**config.mk**
```make
export PLATFORM = sky130hd
export DESIGN_NAME = rpn_evaluator
export DESIGN_NICKNAME = d
export VERILOG_FILES = /design/src/rtl/rpn_evaluator.sv
export SDC_FILE = /design/constraint.sdc
export NUM_CORES = 2
export LEC_CHECK = 0
export BUFFER_PORTS_ARGS = -buffer_cell sky130_fd_sc_hd__buf_2
export CORE_MARGIN = 5
export CORE_UTILIZATION = 35
export DETAILED_ROUTE_END_ITERATION = 8
export PLACE_DENSITY = 0.56
export SYNTH_ARGS = -nofsm -noshare
export SYNTH_HDL_FRONTEND = slang
export SYNTH_SLANG_ARGS = --single-unit
```
**constraint.sdc**
```tcl
create_clock -name CLK -period 21.7 [get_ports CLK]
set_clock_uncertainty 0.15 [all_clocks]
set_input_delay 1.085 -clock CLK [delete_from_list [all_inputs] [get_ports CLK]]
set_output_delay 1.085 -clock CLK [all_outputs]
set_load 0.02 [all_outputs]
```
**src/rtl/rpn_evaluator.sv**
```systemverilog
// Postfix expression evaluator: pushes operands onto a register stack, folds
// '*', '+', '-' onto the top two entries and reports the value (or an error) on '='.
module rpn_evaluator #(
    parameter int DEPTH = 16,
    parameter int PTR_W = $clog2(DEPTH) + 1
) (
    input  logic             CLK,
    input  logic             RST,
    input  logic             in_stb,
    input  logic [31:0]      in_data,
    input  logic             in_is_operator,
    output logic             in_ack,
    output logic             result_stb,
    output logic [31:0]      result_data,
    output logic             result_err,
    input  logic             result_ack,
    output logic [PTR_W-1:0] depth
);

    localparam int DATA_W = 32;
    localparam int IDX_W  = PTR_W - 1;

    localparam logic [2:0] OP_MUL = 3'b001;
    localparam logic [2:0] OP_ADD = 3'b010;
    localparam logic [2:0] OP_SUB = 3'b011;
    localparam logic [2:0] OP_EQ  = 3'b100;

    localparam logic [2:0] ERR_UNDERFLOW = 3'd1;
    localparam logic [2:0] ERR_OVERFLOW  = 3'd2;
    localparam logic [2:0] ERR_LEFTOVER  = 3'd3;
    localparam logic [2:0] ERR_ILLEGAL   = 3'd4;

    typedef enum logic [1:0] {IDLE, EXEC, EMIT, WAIT} state_t;

    state_t state, state_nxt;

    logic signed [DATA_W-1:0] mem [DEPTH];
    logic [PTR_W-1:0]         sp, sp_d;
    logic [IDX_W-1:0]         top_idx, nxt_idx;
    logic signed [DATA_W-1:0] top, nxt;

    logic [2:0]               op_p0, op_d;
    logic [2:0]               err_code, code_d;
    logic                     err_pend, pend_d;
    logic                     ack_d, stb_d, err_d;
    logic [DATA_W-1:0]        data_d;

    logic                     wr_en;
    logic [IDX_W-1:0]         wr_idx;
    logic signed [DATA_W-1:0] wr_val;

    logic       take, is_num, is_arith, is_eq, full, few_ops;
    logic [2:0] code_in;

    // Wrap-around 32-bit arithmetic; '*' keeps only the low half of the product.
    function automatic logic signed [DATA_W-1:0] alu(
        input logic [2:0]               op,
        input logic signed [DATA_W-1:0] a,
        input logic signed [DATA_W-1:0] b
    );
        case (op)
            OP_MUL:  alu = a * b;
            OP_SUB:  alu = a - b;
            default: alu = a + b;
        endcase
    endfunction

    // Index arithmetic wraps modulo DEPTH, so a full stack still addresses mem[DEPTH-1].
    assign top_idx = sp[IDX_W-1:0] - IDX_W'(1);
    assign nxt_idx = sp[IDX_W-1:0] - IDX_W'(2);
    assign top     = mem[top_idx];
    assign nxt     = mem[nxt_idx];

    assign code_in  = in_data[2:0];
    assign take     = (state == IDLE) && in_stb && !in_ack;
    assign is_num   = !in_is_operator;
    assign is_arith = in_is_operator &&
                      ((code_in == OP_MUL) || (code_in == OP_ADD) || (code_in == OP_SUB));
    assign is_eq    = in_is_operator && (code_in == OP_EQ);
    assign full     = (sp == PTR_W'(DEPTH));
    assign few_ops  = (sp < PTR_W'(2));
    assign depth    = sp;

    always_ff @(posedge CLK or posedge RST) begin
        if (RST) state <= IDLE;
        else     state <= state_nxt;
    end

    always_comb begin
        state_nxt = state;
        case (state)
            IDLE: begin
                if (take) begin
                    if (is_num)        state_nxt = full ? EMIT : IDLE;
                    else if (is_arith) state_nxt = few_ops ? EMIT : EXEC;
                    else               state_nxt = EMIT;
                end
            end
            EXEC:    state_nxt = IDLE;
            EMIT:    state_nxt = WAIT;
            WAIT:    state_nxt = result_ack ? IDLE : WAIT;
            default: state_nxt = IDLE;
        endcase
    end

    always_comb begin
        ack_d  = 1'b0;
        stb_d  = result_stb;
        err_d  = result_err;
        data_d = result_data;
        sp_d   = sp;
        code_d = err_code;
        pend_d = err_pend;
        op_d   = op_p0;
        wr_en  = 1'b0;
        wr_idx = sp[IDX_W-1:0];
        wr_val = in_data;
        case (state)
            IDLE: begin
                if (take) begin
                    pend_d = 1'b0;
                    if (is_num) begin
                        if (full) begin
                            code_d = ERR_OVERFLOW;
                            pend_d = 1'b1;
                        end else begin
                            wr_en = 1'b1;
                            sp_d  = sp + PTR_W'(1);
                            ack_d = 1'b1;
                        end
                    end else if (is_arith) begin
                        op_d = code_in;
                        if (few_ops) begin
                            code_d = ERR_UNDERFLOW;
                            pend_d = 1'b1;
                        end
                    end else if (is_eq) begin
                        if (sp == PTR_W'(1)) begin
                            data_d = top;
                            err_d  = 1'b0;
                        end else begin
                            code_d = (sp == '0) ? ERR_UNDERFLOW : ERR_LEFTOVER;
                            pend_d = 1'b1;
                        end
                    end else begin
                        code_d = ERR_ILLEGAL;
                        pend_d = 1'b1;
                    end
                end
            end
            EXEC: begin
                // "a b -" leaves a-b: NXT is the left operand.
                wr_en  = 1'b1;
                wr_idx = nxt_idx;
                wr_val = alu(op_p0, nxt, top);
                sp_d   = sp - PTR_W'(1);
                ack_d  = 1'b1;
            end
            EMIT: begin
                stb_d = 1'b1;
                sp_d  = '0;
                if (err_pend) begin
                    err_d  = 1'b1;
                    data_d = {{(DATA_W-3){1'b0}}, err_code};
                end
            end
            WAIT: begin
                // The ack here consumes the '=' or offending token held upstream.
                if (result_ack) begin
                    stb_d = 1'b0;
                    err_d = 1'b0;
                    ack_d = 1'b1;
                end
            end
            default: ;
        endcase
    end

    always_ff @(posedge CLK or posedge RST) begin
        if (RST) begin
            in_ack      <= 1'b0;
            result_stb  <= 1'b0;
            result_err  <= 1'b0;
            result_data <= '0;
            sp          <= '0;
            err_code    <= '0;
            err_pend    <= 1'b0;
        end else begin
            in_ack      <= ack_d;
            result_stb  <= stb_d;
            result_err  <= err_d;
            result_data <= data_d;
            sp          <= sp_d;
            err_code    <= code_d;
            err_pend    <= pend_d;
        end
    end

    always_ff @(posedge CLK) begin
        op_p0 <= op_d;
        if (wr_en) mem[wr_idx] <= wr_val;
    end

endmodule

```
==> PnR_summary.wiki <==
{| class="wikitable"
! Metric !! Value
|-
| Status || finished clean
|-
| Maximum clock frequency || 0.0756 GHz
|-
| Fraction of registers with async set/reset || 0.0820
|-
| WL/cell || 25.8 um
|-
| Startpoint types || flop
|-
| Commonest non-fill, non-tap cell in the layout || edfxtp_1
|-
| DRC errors left || 0
|-
| Tot GR Track Use || 0.206
|-
| CTS tree || built
|-
| Vias per cell || 5.53
|-
| Final Cycle Share || 0.610
|-
| Cell variety after synth || 76
|-
| Critical-path maximum fanout || 55
|-
| DP Wirelength || 94.7 mm
|-
| RSZ-0062 raised after global routing || no
|-
| TritonCTS buffer count || 67
|-
| Number of search-and-repair iterations in the first detailed-routing pass || 6
|-
| Count of antenna-violating nets left after detailed routing || 0
|-
| Number of buffers added for setup after CTS || 0
|-
| Overall via count from detail_route || 29600
|-
| Syn_area_per_cell || approximately 12 sq um
|-
| Prevailing post-synth register cell || edfxtp_1
|-
| Final number of max-transition violations || 0
|-
| TNS Setup || 0 ns
|-
| Total nets after synthesis || 4261
|-
| CTS resizes || 0
|-
| Largest stage delay on the critical path || 1.11 ns
|-
| Leading cell types in the layout, fill and taps excluded || 515 x edfxtp_1, 463 x inv_1, 424 x nor2_1
|-
| Final-stage net count || 4303
|-
| Category of the most critical setup path || reg2reg
|-
| Most common cell on crit path || fa_1
|-
| Die outline height || between 300 and 400 um
|-
| Area of the die || 134000 sq um
|-
| Clock period minus final worst setup slack || between 10 and 15 ns
|-
| RePlAce Congestion || 0.888
|-
| Number of maximum-capacitance constraint violations || 0
|-
| Sequential element share of the synthesized area || 0.374
|-
| Initial antenna violation count || 4
|-
| Number of flip-flops and latches in the synthesized netlist || 561
|-
| Required time reported for the critical path endpoint || 21.77 ns
|-
| Data arrival, critical path || 13.30 ns
|-
| Number of synthesized flops with an enable pin || 515
|-
| Clock Tree Root || clkbuf_16
|-
| Worst-margin pin slew || 1.42 ns
|-
| Post-synthesis cell count || 3620
|-
| Die W || 366 um
|-
| Area of the core region || 126000 sq um
|-
| Kind of capture point of the worst setup path || flop
|-
| Total wirelength of the detailed-routed design || 138 mm
|-
| Later-pin clock latency in the skew report || around 0.65 ns
|-
| Initial Util || 0.353
|-
| Class of the worst hold path || reg2reg
|-
| Rows || 130
|-
| Global-route wire length before repair || just over 200 mm
|-
| Grt ovf || 0
|-
| Ports placed on the boundary || 77
|-
| H-tree Lvls || 3
|-
| Area growth from synthesis to layout || 10.4%
|-
| Drt initial violations || roughly 2600
|-
| Number of setup violations in the final report || 0
|-
| Number of port buffers || 76
|-
| YS warnings || 0
|-
| Pin count of the biggest net entering global routing || 58
|-
| Clock transition at path regs || 0.06 ns
|-
| Cell taking the most area after synthesis || edfxtp_1
|-
| Final Hold Fails || 0
|-
| Top-area cell type share of the netlist area || 0.348
|-
| Maximum count of clock buffers along a single path || 3
|-
| Cell types with the largest area share after synthesis || edfxtp_1 35%, fa_1 18%, mux4_2 13%, ha_1 5.5%, inv_1 3.9%
|-
| Share of cells above drive strength 1 || 0.174
|-
| CP max stage cell || a21oi_1
|-
| Count of clock tree sinks || 561
|-
| Via count of the first global-routing pass || 30800
|-
| Normalized max-slew margin || 0.0550
|-
| Count of hold buffers inserted by post-cts repair || 0
|-
| Synth Cell Area || roughly 44000 sq um
|}
## cell type report
cell class	instances	area, sq um
repair buffers	169	1080
fillers	12000	76900
flip-flops and latches	561	16600
clock buffers	84	1780
diodes	1	2.50
inverters	472	1770
clock inverters	35	412
well taps	1650	2060
multi-input cells	2391	25300
## synthesized netlist by cell type (6+ instances only)
| library cell | number |
|---|---|
| nor2b_1 | 38 |
| clkbuf_1 | 100 |
| mux2_2 | 21 |
| a211oi_1 | 6 |
| inv_1 | 464 |
| buf_2 | 42 |
| a21o_1 | 27 |
| buf_6 | 18 |
| mux2i_1 | 32 |
| a21oi_1 | 104 |
| or2_2 | 29 |
| nand2_1 | 313 |
| o21ai_1 | 18 |
| ha_1 | 195 |
| xnor2_1 | 97 |
| nor3_1 | 26 |
| edfxtp_1 | 515 |
| fa_1 | 409 |
| nand2b_1 | 45 |
| o21ai_0 | 76 |
| buf_1 | 15 |
| and3_1 | 17 |
| mux4_2 | 265 |
| xor2_1 | 38 |
| and2_1 | 13 |
| mux4_1 | 10 |
| a31oi_1 | 27 |
| dfrtp_1 | 46 |
| o21ai_2 | 6 |
| nor2_1 | 440 |
| nand3_1 | 42 |
| buf_4 | 14 |
| o21a_1 | 17 |
## critical path, delay by kind of cell (launching register included)
kind / cells / cell delay (ns)
adder cells (fa/ha/maj): 10 / 4.39
multiplexers: 2 / 0.92
buffers and inverters: 8 / 2.91
AND/OR/NAND/NOR: 4 / 0.97
AO/OA/AOI/OAI: 6 / 2.12
XOR/XNOR: 1 / 0.23
flip-flops: 1 / 1.01
## routing by layer
metal,part of all wire,wire length [um],up-vias,track usage
met5,0.00019,26,-,0
met4,0.037,5150,4,0.0687
met3,0.083,11500,250,0.0370
met2,0.46,64200,1270,0.333
met1,0.42,57400,15600,0.281
li1,-,-,12500,-
## final timing paths
kind	from	end	slack, ns	depth (start not counted)
max	depth[0]	mem[15][27]	8.47	31
min	result_data[6]	result_data[6]	0.32	2
max reg2reg	depth[0]	mem[15][27]	8.47	31
min reg2reg	result_data[6]	result_data[6]	0.32	2
max in group asynchronous	RST	depth[0]	20.40	3
min in group asynchronous	RST	result_data[1]	0.46	3
## flip-flops by register name, indices dropped and copies added, names as in the netlist
signal,flops
state,2
result_stb,1
result_err,1
depth,5
op_p0,3
mem,512
in_ack,1
err_code,3
result_data,32
err_pend,1
## metrics by stage
| stage | instance area (sq um) | hold slack [ns] | instances | util | worst slack [ns] |
|---|---|---|---|---|---|
| 2_1_floorplan | 44400 | 0.300 | 3620 | - | 10.91 |
| 3_3_place_gp | 46800 | 0.308 | 5243 | 0.372 | 8.82 |
| 3_5_place_dp | 46800 | 0.316 | 5243 | 0.372 | 8.55 |
| 4_1_cts | 49000 | 0.326 | 5362 | 0.390 | 8.45 |
| 5_1_grt | 49000 | 0.349 | 5362 | 0.390 | 7.71 |
| 6_report | 49000 | 0.317 | 5363 | 0.390 | 8.47 |
## cell families (layout without fill, tap and decap cells)
logic type / after synthesis / count (layout) / synth area share
AOI/OAI and AO/OA: 325 / 325 / 0.0442
xor gates and xnor gates: 139 / 139 / 0.0284
adders and majority gates: 604 / 604 / 0.239
buffers and inverters: 668 / 760 / 0.0641
DFF: 561 / 561 / 0.374
muxes: 328 / 328 / 0.153
other: 0 / 1 / 0
and+or+nand+nor: 995 / 995 / 0.0973
Power is not shown: default switching activity piles up to over one toggle a cycle in this logic, so the estimate is an artifact.
